`src/rtl/atom_video_out_if.sv`:
```
// Core-side pixel bus into the video output stage and the expanded video bus out of it.
interface atom_video_out_if;
    logic [1:0] r_in;
    logic [1:0] g_in;
    logic [1:0] b_in;
    logic       hs_n_in;
    logic       vs_n_in;
    logic       ce_14;
    logic       ce_pix;
    logic [7:0] R;
    logic [7:0] G;
    logic [7:0] B;
    logic       hsync;
    logic       vsync;
    logic       hblank;
    logic       vblank;
    logic       de;
    logic       h_locked;

    modport master (
        output r_in, g_in, b_in, hs_n_in, vs_n_in,
        input  ce_14, ce_pix, R, G, B, hsync, vsync, hblank, vblank, de, h_locked
    );

    modport slave (
        input  r_in, g_in, b_in, hs_n_in, vs_n_in,
        output ce_14, ce_pix, R, G, B, hsync, vsync, hblank, vblank, de, h_locked
    );
endinterface

```
`src/rtl/atom_video_out.sv`:
```
// Atom video output: clock enables, 2-bit to 8-bit colour expansion, sync/blank
// generation from the core syncs and a line-length lock detector.
module atom_video_out #(
    parameter int unsigned HB_BACK  = 96,
    parameter int unsigned H_ACTIVE = 512,
    parameter int unsigned VB_BACK  = 35,
    parameter int unsigned V_ACTIVE = 480
) (
    input  logic              clk_42,
    input  logic              reset,
    atom_video_out_if.slave   bus
);

    localparam int unsigned CW = 10;
    localparam logic [CW-1:0] CNT_MAX = '1;

    logic [1:0]    div_q, div_d;
    logic          ph_q, ph_d;
    logic          ce_14_q, ce_14_d;
    logic          ce_pix_q, ce_pix_d;

    logic [1:0]    r_s_q, r_s_d, g_s_q, g_s_d, b_s_q, b_s_d;
    logic          hs_s_q, hs_s_d, vs_s_q, vs_s_d;

    logic [CW-1:0] hcnt_q, hcnt_d, vcnt_q, vcnt_d;
    logic [CW-1:0] len_cur_q, len_cur_d, len_prev_q, len_prev_d;
    logic          locked_q, locked_d;

    logic [7:0]    r_o_q, r_o_d, g_o_q, g_o_d, b_o_q, b_o_d;
    logic          hsync_q, hsync_d, vsync_q, vsync_d;
    logic          hblank_q, hblank_d, vblank_q, vblank_d, de_q, de_d;

    logic          hs_start, vs_start, h_act, v_act;

    function automatic logic [7:0] expand(input logic [1:0] x);
        return {x[1], x[1], x[1], x[0], x[0], x[0], x[1], x[0]};
    endfunction

    // Falling edge of the core sync between the previous and the current pixel sample
    assign hs_start = hs_s_q & ~bus.hs_n_in;
    assign vs_start = vs_s_q & ~bus.vs_n_in;

    // Window tests use the counters aligned with the sample register stage
    assign h_act = (32'(hcnt_q) >= HB_BACK) && (32'(hcnt_q) < HB_BACK + H_ACTIVE);
    assign v_act = (32'(vcnt_q) >= VB_BACK) && (32'(vcnt_q) < VB_BACK + V_ACTIVE);

    always_comb begin
        div_d      = (div_q == 2'd2) ? 2'd0 : div_q + 2'd1;
        ce_14_d    = (div_q == 2'd1);
        ce_pix_d   = (div_q == 2'd1) && ph_q;
        ph_d       = ph_q ^ ce_14_q;
        r_s_d      = r_s_q;
        g_s_d      = g_s_q;
        b_s_d      = b_s_q;
        hs_s_d     = hs_s_q;
        vs_s_d     = vs_s_q;
        hcnt_d     = hcnt_q;
        vcnt_d     = vcnt_q;
        len_cur_d  = len_cur_q;
        len_prev_d = len_prev_q;
        locked_d   = locked_q;
        r_o_d      = r_o_q;
        g_o_d      = g_o_q;
        b_o_d      = b_o_q;
        hsync_d    = hsync_q;
        vsync_d    = vsync_q;
        hblank_d   = hblank_q;
        vblank_d   = vblank_q;
        de_d       = de_q;

        if (ce_pix_q) begin
            r_s_d  = bus.r_in;
            g_s_d  = bus.g_in;
            b_s_d  = bus.b_in;
            hs_s_d = bus.hs_n_in;
            vs_s_d = bus.vs_n_in;

            hcnt_d = hs_start ? '0 : ((hcnt_q == CNT_MAX) ? CNT_MAX : hcnt_q + 10'd1);
            if (vs_start) begin
                vcnt_d = '0;
            end else if (hs_start) begin
                vcnt_d = (vcnt_q == CNT_MAX) ? CNT_MAX : vcnt_q + 10'd1;
            end

            // Lock compares the line just finished with the one before it
            if (hs_start) begin
                len_cur_d  = (hcnt_q == CNT_MAX) ? CNT_MAX : hcnt_q + 10'd1;
                len_prev_d = len_cur_q;
                locked_d   = (len_cur_d == len_prev_d) && (len_cur_d != CNT_MAX);
            end else if (hcnt_q == CNT_MAX) begin
                locked_d = 1'b0;
            end

            hblank_d = ~h_act;
            vblank_d = ~v_act;
            de_d     = h_act & v_act;
            r_o_d    = de_d ? expand(r_s_q) : 8'h00;
            g_o_d    = de_d ? expand(g_s_q) : 8'h00;
            b_o_d    = de_d ? expand(b_s_q) : 8'h00;
            hsync_d  = ~hs_s_q;
            vsync_d  = ~vs_s_q;
        end
    end

    always_ff @(posedge clk_42) begin
        if (reset) begin
            div_q      <= 2'd0;
            ph_q       <= 1'b0;
            ce_14_q    <= 1'b0;
            ce_pix_q   <= 1'b0;
            r_s_q      <= 2'd0;
            g_s_q      <= 2'd0;
            b_s_q      <= 2'd0;
            hs_s_q     <= 1'b1;
            vs_s_q     <= 1'b1;
            hcnt_q     <= '0;
            vcnt_q     <= '0;
            len_cur_q  <= '0;
            len_prev_q <= '0;
            locked_q   <= 1'b0;
            r_o_q      <= 8'h00;
            g_o_q      <= 8'h00;
            b_o_q      <= 8'h00;
            hsync_q    <= 1'b0;
            vsync_q    <= 1'b0;
            hblank_q   <= 1'b1;
            vblank_q   <= 1'b1;
            de_q       <= 1'b0;
        end else begin
            div_q      <= div_d;
            ph_q       <= ph_d;
            ce_14_q    <= ce_14_d;
            ce_pix_q   <= ce_pix_d;
            r_s_q      <= r_s_d;
            g_s_q      <= g_s_d;
            b_s_q      <= b_s_d;
            hs_s_q     <= hs_s_d;
            vs_s_q     <= vs_s_d;
            hcnt_q     <= hcnt_d;
            vcnt_q     <= vcnt_d;
            len_cur_q  <= len_cur_d;
            len_prev_q <= len_prev_d;
            locked_q   <= locked_d;
            r_o_q      <= r_o_d;
            g_o_q      <= g_o_d;
            b_o_q      <= b_o_d;
            hsync_q    <= hsync_d;
            vsync_q    <= vsync_d;
            hblank_q   <= hblank_d;
            vblank_q   <= vblank_d;
            de_q       <= de_d;
        end
    end

    assign bus.ce_14    = ce_14_q;
    assign bus.ce_pix   = ce_pix_q;
    assign bus.R        = r_o_q;
    assign bus.G        = g_o_q;
    assign bus.B        = b_o_q;
    assign bus.hsync    = hsync_q;
    assign bus.vsync    = vsync_q;
    assign bus.hblank   = hblank_q;
    assign bus.vblank   = vblank_q;
    assign bus.de       = de_q;
    assign bus.h_locked = locked_q;

endmodule

```
`src/flat_wrapper.sv`:
```
// flat-port wrapper written by rule: the top's interface ports become plain ports
module atom_video_out_flat 
#(
    parameter int unsigned HB_BACK  = 96,
    parameter int unsigned H_ACTIVE = 512,
    parameter int unsigned VB_BACK  = 35,
    parameter int unsigned V_ACTIVE = 480
)
  (clk_42, reset, bus_r_in, bus_g_in, bus_b_in, bus_hs_n_in, bus_vs_n_in, bus_ce_14, bus_ce_pix, bus_R, bus_G, bus_B, bus_hsync, bus_vsync, bus_hblank, bus_vblank, bus_de, bus_h_locked);
  atom_video_out_if bus_i ();
  input  logic clk_42;
  input  logic reset;
  input wire logic [$bits(bus_i.r_in)-1:0] bus_r_in;
  input wire logic [$bits(bus_i.g_in)-1:0] bus_g_in;
  input wire logic [$bits(bus_i.b_in)-1:0] bus_b_in;
  input wire logic [$bits(bus_i.hs_n_in)-1:0] bus_hs_n_in;
  input wire logic [$bits(bus_i.vs_n_in)-1:0] bus_vs_n_in;
  output wire logic [$bits(bus_i.ce_14)-1:0] bus_ce_14;
  output wire logic [$bits(bus_i.ce_pix)-1:0] bus_ce_pix;
  output wire logic [$bits(bus_i.R)-1:0] bus_R;
  output wire logic [$bits(bus_i.G)-1:0] bus_G;
  output wire logic [$bits(bus_i.B)-1:0] bus_B;
  output wire logic [$bits(bus_i.hsync)-1:0] bus_hsync;
  output wire logic [$bits(bus_i.vsync)-1:0] bus_vsync;
  output wire logic [$bits(bus_i.hblank)-1:0] bus_hblank;
  output wire logic [$bits(bus_i.vblank)-1:0] bus_vblank;
  output wire logic [$bits(bus_i.de)-1:0] bus_de;
  output wire logic [$bits(bus_i.h_locked)-1:0] bus_h_locked;
  assign bus_i.r_in = bus_r_in;
  assign bus_i.g_in = bus_g_in;
  assign bus_i.b_in = bus_b_in;
  assign bus_i.hs_n_in = bus_hs_n_in;
  assign bus_i.vs_n_in = bus_vs_n_in;
  assign bus_ce_14 = bus_i.ce_14;
  assign bus_ce_pix = bus_i.ce_pix;
  assign bus_R = bus_i.R;
  assign bus_G = bus_i.G;
  assign bus_B = bus_i.B;
  assign bus_hsync = bus_i.hsync;
  assign bus_vsync = bus_i.vsync;
  assign bus_hblank = bus_i.hblank;
  assign bus_vblank = bus_i.vblank;
  assign bus_de = bus_i.de;
  assign bus_h_locked = bus_i.h_locked;
  atom_video_out #(.HB_BACK(HB_BACK), .H_ACTIVE(H_ACTIVE), .VB_BACK(VB_BACK), .V_ACTIVE(V_ACTIVE)) u_core (.clk_42(clk_42), .reset(reset), .bus(bus_i));
endmodule
```
`config.mk`:
```
export PLATFORM = sky130hd
export DESIGN_NAME = atom_video_out_flat
export DESIGN_NICKNAME = d
export VERILOG_FILES = /design/src/rtl/atom_video_out_if.sv /design/src/rtl/atom_video_out.sv /design/src/flat_wrapper.sv
export SDC_FILE = /design/constraint.sdc
export NUM_CORES = 1
export LEC_CHECK = 0
export CORE_MARGIN = 4
export CORE_UTILIZATION = 30
export CTS_BUF_LIST = sky130_fd_sc_hd__clkbuf_16
export DETAILED_ROUTE_END_ITERATION = 6
export GPL_ROUTABILITY_DRIVEN = 0
export HOLD_SLACK_MARGIN = 0.03
export PLACE_DENSITY = 0.52
export SETUP_SLACK_MARGIN = 0.2
export SLEW_MARGIN = 20
export SYNTH_ARGS = -nofsm -noshare
export SYNTH_HDL_FRONTEND = slang
export SYNTH_SLANG_ARGS = --single-unit
```
`constraint.sdc`:
```
create_clock -name clk_42 -period 3.94 [get_ports clk_42]
set_clock_uncertainty 0.1 [all_clocks]
set_input_delay 0.788 -clock clk_42 [delete_from_list [all_inputs] [get_ports clk_42]]
set_output_delay 0.788 -clock clk_42 [all_outputs]
set_load 0.03 [all_outputs]
```
Yosys cells after proc, flatten, opt, wreduce, memory -nomap -nowiden

Cells that the tools add are included.

Register bits after elaboration: 73
Latch bits: 0
Memory bits (writable): 0
ROM bits: 0
Input bits: 10
Output and inout port bits: 32
Word-level logic and storage cells: 64
Memories kept: 0

Add/sub/neg operators: 3
Multipliers: 0
Divide/modulo/power cells: 0
Magnitude comparators: 4
Equal/unequal tests: 6
Shifts and indexed selects: 0
Multiplexer cells: 10
Bitwise logic cells: 10
Reductions and logical operators: 10

Operators with widths:

| kind                                                 | count |
|---|---|
| 2-to-1 mux 10 bit                                    | 5 |
| 2-to-1 mux 8 bit                                     | 3 |
| adder 10 x 1 -> 10 bit, second input constant        | 2 |
| == test 10 bit, second input constant                | 2 |
| < comparator 10 bit, second input constant           | 2 |
| == test 10 bit                                       | 1 |
| >= comparator 10 x 6 -> 1 bit, second input constant | 1 |
| >= comparator 10 x 7 -> 1 bit, second input constant | 1 |
| != test 10 bit, second input constant                | 1 |
| inverter 1 bit                                       | 6 |
| AND reduction 2 bit                                  | 3 |
| logical AND 1 bit                                    | 4 |
| nonzero test 2 bit                                   | 2 |
| bitwise AND 1 bit                                    | 3 |
| adder 2 x 1 -> 2 bit, second input constant          | 1 |
| == test 2 x 1 -> 1 bit, second input constant        | 1 |
| == test 2 bit, second input constant                 | 1 |
| 2-to-1 mux 1 bit                                     | 2 |
| OR reduction 2 bit                                   | 1 |
| XOR 1 bit                                            | 1 |

Longest topological paths before layout

Gate-level depths: netlist (run 1).

Depth after elaboration: 5
Gate-level depth with buffers: 8
Depth with buffers taken out: 7

Worst setup path after synthesis (run 1)

OpenSTA, ideal clock, no wires.

Kind: register -> register
Start point: register u_core.hcnt_q[0]
End point: register u_core.locked_q, in the netlist u_core.bus.h_locked
Data arrival time: 1.887 ns
Required time: 3.753 ns
Slack: 1.866 ns
Cell stages (with the launch flop): 8
Path buffers: 0
Clock period less this slack: 2.074 ns
Cells stage by stage: dfxtp_1 ha_1 and2_1 a2111o_1 and3b_1 nor4_1 nand4_1 o31ai_1

Word-level cells in the longest chain between the ends: 5
Elaborated cells between the ends (all ways): 9
Those cells by class: 1 x add/sub; 3 x eq/ne; 2 x mux; 3 x reduce/logical

Ends and longest elaborated chain:

| what                                                            | RTL line                                   | source |
|---|---|---|
| start, declared                                                 | atom_video_out.sv:25                       | `logic [CW-1:0] hcnt_q, hcnt_d, vcnt_q, vcnt_d;` |
| start signal, assigned                                          | atom_video_out.sv:139                      | `hcnt_q <= hcnt_d;` |
| adder 10 x 1 -> 10 bit / == test 10 bit (equally long branches) | atom_video_out.sv:87, atom_video_out.sv:90 |  |
| 2-to-1 mux 10 bit                                               | atom_video_out.sv:87                       | `len_cur_d = (hcnt_q == CNT_MAX) ? CNT_MAX : hcnt_q + 10'd1;` |
| == test 10 bit / != test 10 bit (equally long branches)         | atom_video_out.sv:89                       | `locked_d = (len_cur_d == len_prev_d) && (len_cur_d != CNT_MAX);` |
| logical AND 1 bit                                               | atom_video_out.sv:89                       |  |
| 2-to-1 mux 1 bit                                                | atom_video_out.sv:86                       | `if (hs_start) begin` |
| end signal, assigned                                            | atom_video_out.sv:143                      | `locked_q <= locked_d;` |
| end, declared                                                   | atom_video_out.sv:27                       | `logic locked_q, locked_d;` |

Several ways; a longest one is shown, not always the timed one.
A chain may end at the register's enable or synchronous reset.

Worst setup path after layout (run 1)

Start point: input bus_hs_n_in
End point: register u_core.vcnt_q[1]

Word-level cells in the longest chain between the ends: 4

Ends and longest elaborated chain:

| what                          | RTL line              | source |
|---|---|---|
| start, declared               | flat_wrapper.sv:16    | `input wire logic [$bits(bus_i.hs_n_in)-1:0] bus_hs_n_in;` |
| inverter 1 bit                | atom_video_out.sv:40  | `assign hs_start = hs_s_q & ~bus.hs_n_in;` |
| bitwise AND 1 bit             | atom_video_out.sv:40  |  |
| nonzero test 2 bit (no line)  | n/a                   |  |
| AND reduction 2 bit (no line) | n/a                   |  |
| end signal, assigned          | atom_video_out.sv:140 | `vcnt_q <= vcnt_d;` |
| end, declared                 | atom_video_out.sv:25  |  |

No other way between the ends.

==> results.py, run 1 <==
metrics = {
    "sta": {
        "min_period_ns": 2.56,
        "relSlewSlack_pct": 38.8,
        "worst_hold_slack_ns": 0.367,
        "final.setup.tns_ns": 0,
        "setup_viol": 0,
        "max_clock_freq_ghz": 0.390,
        "setup_ws_ns": 1.38,
        "grt_setup_unrepaired": "false",
        "worst_pin_slew_ns": 0.919,
        "finalCritPeriodShare_pct": 65.0,
        "final-hold-violation-count": 0,
        "timing_max_transition_violations_final": 0,
    },
    "cells_and_area": {
        "fill_cells": 998,
        "final-seq-area_mm2": 0.00110,
        "antenna-diode-count": 0,
        "final_cell_mix": "dfxtp_1, nor2_1, clkdlybuf4s50_1, a21oi_1, nand2_1",
        "drive_gt1_share_pct": 4.27,
        "areaGrowthSynthToFinish_pct": 18.5,
        "multi_input_area_mm2": 0.00150,
        "postLayoutCellArea_mm2": 0.00340,
        "final_common_cell": "dfxtp_1",
        "fin_nets": 388,
        "post_route_utilization_pct": 36.6,
    },
    "routing": {
        "detailedRoute.firstIterationViolations": 78,
        "dr_total_vias": 2525,
        "wire_per_inst_um": 13.9,
        "vias_per_cell": 5.01,
        "drtPass1Iterations": 4,
        "totalWireLength_um": 7010,
        "postRouteAntennaNets": 0,
        "drcViolationCount": 0,
    },
    "cts": {
        "cts.htree.levels": 2,
        "cts_hold_buf": 0,
        "postCtsResizedCells": 0,
        "ctsRootBufferMaster": "clkbuf_16",
        "clkSlewWorstSetupHoldPaths_ns": 0.07,
        "cts_inserted_buffers": 5,
        "post-cts-setup-buffers": 0,
        "clock_latency_reported_for_the_late_side_of_the_worst_skew_pair_ns": 0.30,
        "numClockSinks": 55,
        "tritoncts_clock_tree": "built",
        "cts_max_path_buffers": 2,
    },
    "hold_path": {
        "hold_class": "flop to flop",
    },
    "global_route": {
        "layer_with_the_highest_usage": "met2",
        "vias_in_the_first_global_route": 2373,
        "met3_usage_pct": 3.12,
        "met2_usage_pct": 20.2,
        "grt_max_degree": 51,
        "groute.usage.overall_pct": 12.8,
        "use_met1_pct": 17.0,
        "grt-ovfl-total": 0,
        "grt_first_pass_wirelength_um": 11800,
        "grt_antenna_before_repair": 0,
    },
    "run_status": {
        "run_status": "finished clean",
    },
    "floorplan": {
        "fp.dieH_um": 106,
        "dieWidth_um": 106,
        "fp-row-count": 35,
        "die-area_mm2": 0.0112,
        "ios": 42,
        "placeableCoreArea_mm2": 0.00928,
        "initial_core_util_pct": 30.9,
    },
    "yosys": {
        "synth_seq_area_share_pct": 38.4,
        "yosys_register_bits": 55,
        "netlist.top_cell.by_area": "dfxtp_1",
        "main_flop_type_after_synthesis": "dfxtp_1",
        "synthesis.area_mm2": 0.00287,
        "ys_warn_count": 0,
        "post-synth-top-area-fraction_pct": 38.4,
        "synth_area_per_cell_um2": 7.97,
        "syn-num-nets": 374,
        "number_of_enable_flip_flop_cells_after_synthesis": 0,
        "synthesis.instances": 360,
        "synthDistinctLibCells": 53,
        "yosys-top-cells-area": "dfxtp_1, nor2_1, a21oi_1",
        "async_flop_share_pct": 0,
    },
    "critical_path": {
        "timing_worst_setup_path_type": "input pin to flop",
        "setup.worst_path.start_class": "input pin",
        "crit_path_max_fanout": 15,
        "cp.arrival_ns": 2.68,
        "worst_path_required_time_ns": 4.06,
        "crit_path_end_kind": "flop",
    },
    "placement": {
        "area_post_placement_mm2": 0.00323,
        "io_buffers": 41,
        "place.detailed.hpwl_um": 4890,
        "dp_worst_setup_slack_ns": 1.04,
    },
    "pwr": {
        "peakVddDrop_uv": 174,
        "static-leakage-power_nw": 1.19,
        "pwr_density_cell_mw_per_mm2": 337,
    },
    "job": {
        "max_cap_violations": 0,
    },
}
==> kinds of logic after synthesis <==
| family | Yosys count | share of synthesized area [%] |
|---|---|---|
| and+or+nand+nor | 137 | 23.5 |
| AOI/OAI and AO/OA | 93 | 19.5 |
| DFF | 55 | 38.4 |
| buffers and inverters | 49 | 9.50 |
| muxes | 13 | 4.58 |
| xor gates and xnor gates | 9 | 2.75 |
| adders and majority gates | 4 | 1.74 |
==> per-layer routing <==
layer,part of all wire (%),routed length (um),up-vias
met2,45,3190,58
met4,1.1,79,0
met5,0,0,-
li1,-,-,1282
met1,47,3300,1177
met3,6.3,443,8
==> Yosys cell counts (4+ instances only) <==
master / count
buf_1: 4
mux2i_1: 12
dfxtp_1: 55
xnor2_1: 4
nor2_1: 52
nand3_1: 11
o21ai_0: 26
inv_1: 12
nor2b_1: 5
nor3_1: 11
a22oi_1: 9
xor2_1: 5
buf_4: 19
and3_1: 5
a21oi_1: 32
nand2_1: 28
clkbuf_1: 9
ha_1: 4
==> area by class of cell <==
type                    instances  share of cell area [%]
repair buffers                 43                    12.4
multi-input cells             256                    44.0
well taps                     129                    4.75
flip-flops and latches         55                    32.4
inverters                      13                    1.43
clock inverters                 3                    1.40
clock buffers                   5                    3.68
==> where the power goes <==
part / total (mW) / internal [mW] / switching (mW)
clock: 0.517 / 0.304 / 0.213
combinational: 0.0575 / 0.0242 / 0.0333
sequential: 0.572 / 0.565 / 0.00673
==> worst paths after layout <==
path / cells after the start / end / startpoint / slack [ns]
worst max-delay path: 5 / u_core.vcnt_q[1]$_SDFFE_PP0P_ / bus_hs_n_in / 1.38
worst min-delay path: 2 / u_core.len_cur_q[5]$_SDFFE_PP0P_ / u_core.len_cur_q[5]$_SDFFE_PP0P_ / 0.37
worst max register to register: 7 / u_core.bus.h_locked$_SDFFE_PP0P_ / u_core.hcnt_q[0]$_SDFFE_PP0P_ / 1.59
worst min register to register: 2 / u_core.len_cur_q[5]$_SDFFE_PP0P_ / u_core.len_cur_q[5]$_SDFFE_PP0P_ / 0.37
==> state kept, by name (all words and copies together) (netlist names), 2 cells and up <==
register	cells
u_core.hcnt_q	10
u_core.bus.G	2
u_core.r_s_q	2
u_core.len_cur_q	10
u_core.div_q	2
u_core.bus.B	2
u_core.vcnt_q	10
u_core.bus.R	2
u_core.g_s_q	2
u_core.b_s_q	2
==> worst max-delay path, cell delays in order <==
cell and delay [ns]:
clkdlybuf4s50_1 0.42, nand3b_1 0.34, nor2_1 0.74, o21ai_0 0.20, a21oi_1 0.19
==> stage by stage <==
stage	power, mW	cells
after global routing	1.19	504
after floorplan	0.620	360
after CTS	1.16	504
after global placement	0.643	496
final	1.15	504
after detailed placement	0.644	496
No activity file was read; power rests on OpenSTA's default activity.
==> run 2, diff against run 1 <==
--- a/config.mk
+++ b/config.mk
@@ -11,7 +11,7 @@
 export DETAILED_ROUTE_END_ITERATION = 6
 export GPL_ROUTABILITY_DRIVEN = 0
 export HOLD_SLACK_MARGIN = 0.03
-export PLACE_DENSITY = 0.52
+export PLACE_DENSITY = 0.54
 export SETUP_SLACK_MARGIN = 0.2
 export SLEW_MARGIN = 20
 export SYNTH_ARGS = -nofsm -noshare
==> constraint.sdc (replaced) <==
create_clock -name clk_42 -period 2.05 [get_ports clk_42]
set_clock_uncertainty 0.1 [all_clocks]
set_input_delay 0.41 -clock clk_42 [delete_from_list [all_inputs] [get_ports clk_42]]
set_output_delay 0.41 -clock clk_42 [all_outputs]
set_load 0.03 [all_outputs]
==> results.py, run 2 (same netlist as run 1, synthesis figures left out) <==
metrics = {
    "routing": {
        "wire_per_inst_um": 14.2,
        "dr_total_vias": 2642,
        "drcViolationCount": 0,
        "detailedRoute.firstIterationViolations": 125,
        "postRouteAntennaNets": 0,
        "drtPass1Iterations": 4,
        "totalWireLength_um": 7520,
        "vias_per_cell": 4.98,
    },
    "cts": {
        "cts_inserted_buffers": 5,
        "cts_hold_buf": 0,
        "clock_latency_reported_for_the_late_side_of_the_worst_skew_pair_ns": 0.29,
        "clkSlewWorstSetupHoldPaths_ns": 0.07,
        "numClockSinks": 55,
        "cts.htree.levels": 2,
        "cts_max_path_buffers": 2,
        "ctsRootBufferMaster": "clkbuf_16",
        "tritoncts_clock_tree": "built",
    },
    "cells_and_area": {
        "antenna-diode-count": 0,
        "post_route_utilization_pct": 39.4,
        "fill_cells": 991,
        "postLayoutCellArea_mm2": 0.00366,
        "multi_input_area_mm2": 0.00160,
        "drive_gt1_share_pct": 15.7,
        "final-seq-area_mm2": 0.00111,
        "fin_nets": 414,
        "final_cell_mix": "nor2_1, dfxtp_1, a21oi_1, nand2_1, buf_4",
        "areaGrowthSynthToFinish_pct": 27.5,
        "largest_registers": "u_core.hcnt_q (10), u_core.len_cur_q (10), u_core.vcnt_q (10)",
    },
    "floorplan": {
        "fp.dieH_um": 106,
        "placeableCoreArea_mm2": 0.00928,
        "dieWidth_um": 106,
        "die-area_mm2": 0.0112,
        "fp-row-count": 35,
        "initial_core_util_pct": 30.9,
        "ios": 42,
    },
    "sta": {
        "grt_setup_unrepaired": "true",
        "max_clock_freq_ghz": 0.502,
        "final.setup.tns_ns": 0,
        "worst_pin_slew_ns": 0.513,
        "relSlewSlack_pct": 65.8,
        "timing_max_transition_violations_final": 0,
        "worst_hold_slack_ns": 0.355,
        "final-hold-violation-count": 0,
        "min_period_ns": 1.99,
        "finalCritPeriodShare_pct": 97.2,
        "setup_viol": 0,
    },
    "pwr": {
        "pwr_total_mw": 2.06,
        "peakVddDrop_uv": 337,
        "pwr_density_cell_mw_per_mm2": 562,
        "static-leakage-power_nw": 1.51,
    },
    "hold_path": {
        "hold_class": "flop to flop",
        "whs_endpoint": "u_core.div_q[0]$_SDFF_PP0_",
        "hold_path_depth": 1,
        "hold_path_startpoint": "u_core.div_q[0]$_SDFF_PP0_",
    },
    "critical_path": {
        "r2r_slack_ns": 0.06,
        "reg2reg_from": "u_core.hcnt_q[0]$_SDFFE_PP0P_",
        "worst_path_required_time_ns": 2.17,
        "timing_worst_setup_path_type": "flop to flop",
        "worst_r2r_path_depth": 7,
        "cp.arrival_ns": 2.11,
        "setup.worst_path.start_class": "flop",
        "reg2reg_to": "u_core.bus.h_locked$_SDFFE_PP0P_",
        "crit_path_max_fanout": 8,
        "crit_path_end_kind": "flop",
    },
    "job": {
        "max_cap_violations": 0,
    },
    "global_route": {
        "vias_in_the_first_global_route": 2363,
        "met3_usage_pct": 2.33,
        "use_met1_pct": 17.9,
        "grt_antenna_before_repair": 0,
        "layer_with_the_highest_usage": "met2",
        "grt_max_degree": 31,
        "grt-ovfl-total": 0,
        "met2_usage_pct": 19.7,
        "groute.usage.overall_pct": 12.7,
        "grt_first_pass_wirelength_um": 11700,
    },
    "run_status": {
        "run_status": "finished clean",
    },
    "placement": {
        "place.detailed.hpwl_um": 5180,
        "io_buffers": 41,
        "area_post_placement_mm2": 0.00342,
    },
}
## run 2: changes by cell type in the layout (fill, tap and decap cells not counted), sizes merged
cell,delta
dlygate4sd2,+25
dlymetal6s2s,+5
clkinv,+1
bufinv,-1
buf,+27
clkdlybuf4s50,-31
## run 2: cell type report
class	instances	area share (%)
clock inverter	3	0.444
timing repair buffer	69	16.4
clock buffer	5	3.42
inverter	13	1.33
sequential	55	30.4
tap	129	4.41
multi-input combinational	256	43.7
## run 2: worst max path at each step
stage	cells past startpoint	startpoint	end	slack [ns]
after floorplan	7	u_core.hcnt_q[0]$_SDFFE_PP0P_	u_core.bus.h_locked$_SDFFE_PP0P_	0.19
after detailed placement	6	bus_hs_n_in	u_core.vcnt_q[2]$_SDFFE_PP0P_	-0.26
after global placement	6	bus_hs_n_in	u_core.vcnt_q[2]$_SDFFE_PP0P_	-0.20
after global routing	7	u_core.hcnt_q[0]$_SDFFE_PP0P_	u_core.bus.h_locked$_SDFFE_PP0P_	-0.03
after CTS	7	u_core.hcnt_q[0]$_SDFFE_PP0P_	u_core.bus.h_locked$_SDFFE_PP0P_	0.06
final	7	u_core.hcnt_q[0]$_SDFFE_PP0P_	u_core.bus.h_locked$_SDFFE_PP0P_	0.06
## run 2: per-stage QoR
| stage | setup slack [ns] | instances |
|---|---|---|
| after floorplan | 0.187 | 360 |
| after global placement | -0.203 | 519 |
| after detailed placement | -0.259 | 519 |
| after CTS | 0.0639 | 527 |
| after global routing | -0.0331 | 530 |
| final | 0.0577 | 530 |
## run 2: timing repair
| item | CTS | global route |
|---|---|---|
| gates resized for setup | 33 | 24 |
| pin swaps | 1 | 3 |
| setup endpoints to repair | 43 | 23 |
| cloned | 0 | 1 |
| buffers inserted | 0 | 2 |
## run 2: critical path, cell delays in order (launching register included)
cell and delay (ns):
dfxtp_4 0.39, ha_4 0.19, and2_4 0.17, a2111o_1 0.41
and3b_1 0.19, nor4_2 0.15, nand4_1 0.13, o31ai_1 0.18
## run 2: routing by layer
layer  up-vias  wire length (um)
met5         -                 0
li1       1333                 -
met3         8               423
met4         0                79
met1      1228              3560
met2        73              3460
## run 2: where the power goes
part | total, mW | internal [mW] | switching [mW]
Sequential | 1.10 | 1.09 | 0.0134
Clock | 0.838 | 0.448 | 0.391
Combinational | 0.121 | 0.0533 | 0.0673
==> run 3, diff against run 2 <==
--- a/config.mk
+++ b/config.mk
@@ -9,9 +9,10 @@
 export CORE_UTILIZATION = 30
 export CTS_BUF_LIST = sky130_fd_sc_hd__clkbuf_16
 export DETAILED_ROUTE_END_ITERATION = 6
+export DONT_BUFFER_PORTS = 1
 export GPL_ROUTABILITY_DRIVEN = 0
 export HOLD_SLACK_MARGIN = 0.03
-export PLACE_DENSITY = 0.54
+export PLACE_DENSITY = 0.48
 export SETUP_SLACK_MARGIN = 0.2
 export SLEW_MARGIN = 20
 export SYNTH_ARGS = -nofsm -noshare
==> results.py, run 3 (same netlist as run 1, synthesis figures left out) <==
metrics = {
    "run_status": {
        "run_status": "finished clean",
    },
    "critical_path": {
        "timing_worst_setup_path_type": "flop to flop",
        "cp_cell_sequence": "ha_4 > and2_4 > a2111o_1 > and3b_1 > nor4_2 > nand4_1 > o31ai_1",
        "crit_path_end_kind": "flop",
        "setup.worst_path.start_class": "flop",
        "cp.arrival_ns": 2.08,
        "crit_path_max_fanout": 7,
        "timing.critical_path.buf_inv": 0,
        "cp_slowest_cell": "a2111o_1",
        "worst_path_required_time_ns": 2.15,
        "max_stage_delay_ns": 0.40,
        "timing.critical_path.max_delay_family": "compound AO/OA/AOI/OAI gates",
    },
    "pwr": {
        "pwr_density_cell_mw_per_mm2": 610,
        "pwr_total_mw": 2.01,
        "peakVddDrop_uv": 342,
        "static-leakage-power_nw": 1.20,
    },
    "routing": {
        "wire_per_inst_um": 14.7,
        "postRouteAntennaNets": 0,
        "dr_total_vias": 2494,
        "detailedRoute.firstIterationViolations": 105,
        "totalWireLength_um": 7270,
        "vias_per_cell": 5.04,
        "drtPass1Iterations": 4,
        "drcViolationCount": 0,
    },
    "cts": {
        "cts_hold_buf": 0,
        "cts_inserted_buffers": 5,
        "ctsRootBufferMaster": "clkbuf_16",
        "clock_latency_reported_for_the_late_side_of_the_worst_skew_pair_ns": 0.29,
        "cts.htree.levels": 2,
        "clkSlewWorstSetupHoldPaths_ns": 0.07,
        "tritoncts_clock_tree": "built",
        "numClockSinks": 55,
        "cts_max_path_buffers": 2,
    },
    "floorplan": {
        "fp-row-count": 35,
        "initial_core_util_pct": 30.9,
        "fp.dieH_um": 106,
        "dieWidth_um": 106,
        "ios": 42,
        "placeableCoreArea_mm2": 0.00928,
        "die-area_mm2": 0.0112,
    },
    "global_route": {
        "vias_in_the_first_global_route": 2395,
        "grt-ovfl-total": 0,
        "grt_antenna_before_repair": 0,
        "grt_max_degree": 51,
        "groute.usage.overall_pct": 13.3,
        "grt_first_pass_wirelength_um": 12200,
    },
    "cells_and_area": {
        "final-seq-area_mm2": 0.00111,
        "antenna-diode-count": 0,
        "final_common_cell": "nor2_1",
        "fin_nets": 379,
        "fill_cells": 1007,
        "areaGrowthSynthToFinish_pct": 15.0,
        "multi_input_area_mm2": 0.00157,
        "final_cell_mix": "nor2_1, dfxtp_1, buf_4, a21oi_1, nand2_1",
        "postLayoutCellArea_mm2": 0.00330,
        "largest_registers": "u_core.hcnt_q (10), u_core.len_cur_q (10), u_core.vcnt_q (10)",
        "drive_gt1_share_pct": 17.2,
    },
    "sta": {
        "max_clock_freq_ghz": 0.503,
        "setup_ws_ns": 0.0622,
        "min_period_ns": 1.99,
        "relSlewSlack_pct": 68.3,
        "worst_pin_slew_ns": 0.476,
        "finalCritPeriodShare_pct": 97.0,
        "final-hold-violation-count": 0,
        "grt_setup_unrepaired": "true",
        "setup_viol": 0,
        "timing_max_transition_violations_final": 0,
    },
    "placement": {
        "dp_worst_setup_slack_ns": 0.000830,
        "place.detailed.hpwl_um": 5000,
        "area_post_placement_mm2": 0.00307,
        "io_buffers": 0,
    },
    "job": {
        "max_cap_violations": 0,
    },
    "hold_path": {
        "hold_class": "input pin to flop",
    },
}
## run 3: report_power, final
| part | leakage, nW | switching [mW] | internal, mW |
|---|---|---|---|
| Combinational | 0.682 | 0.0403 | 0.0325 |
| Clock | 0.0710 | 0.389 | 0.447 |
| Sequential | 0.447 | 0.0191 | 1.09 |
| Total | 1.20 | 0.448 | 1.57 |
## run 3: worst paths after layout
kind                                 start                               end  slack [ns]  depth (start not counted)
max          u_core.hcnt_q[1]$_SDFFE_PP0P_  u_core.bus.h_locked$_SDFFE_PP0P_        0.06                          7
min                                  reset        u_core.div_q[1]$_SDFF_PP0_        0.09                          1
max reg2reg  u_core.hcnt_q[1]$_SDFFE_PP0P_  u_core.bus.h_locked$_SDFFE_PP0P_        0.06                          7
min reg2reg     u_core.div_q[0]$_SDFF_PP0_        u_core.div_q[0]$_SDFF_PP0_        0.36                          1
## run 3: metrics by stage
stage | setup TNS [ns] | util [%] | hold slack, ns | std cells
floorplan | 0 | - | 0.329 | 360
global placement | -0.0192 | 33.1 | 0.339 | 484
detailed placement | 0 | 33.1 | 0.354 | 484
CTS | 0 | 34.9 | 0.0685 | 494
global route | -0.0166 | 35.5 | 0.0654 | 495
finish | 0 | 35.5 | 0.0863 | 495
## run 3: what timing repair did
action	4_1_cts	5_1_grt
gates resized for setup	6	13
buffers inserted	2	1
pin swaps	3	2
setup endpoints to repair	8	11
## run 3: cell type report
class                      instances  share of cell area [%]
clock inverter                     3                   0.493
tap                              129                    4.89
clock buffer                       5                    3.79
multi-input combinational        256                    47.6
timing repair buffer              34                    8.12
sequential                        55                    33.7
inverter                          13                    1.48
## run 3: routing by layer
| metal | vias up | wire length, um | global-route usage [%] |
|---|---|---|---|
| li1 | 1262 | - | - |
| met1 | 1180 | 3370 | 18.0 |
| met2 | 48 | 3480 | 21.3 |
| met3 | 4 | 364 | 3.37 |
| met4 | 0 | 53 | 2.87 |
| met5 | - | 0 | 0 |
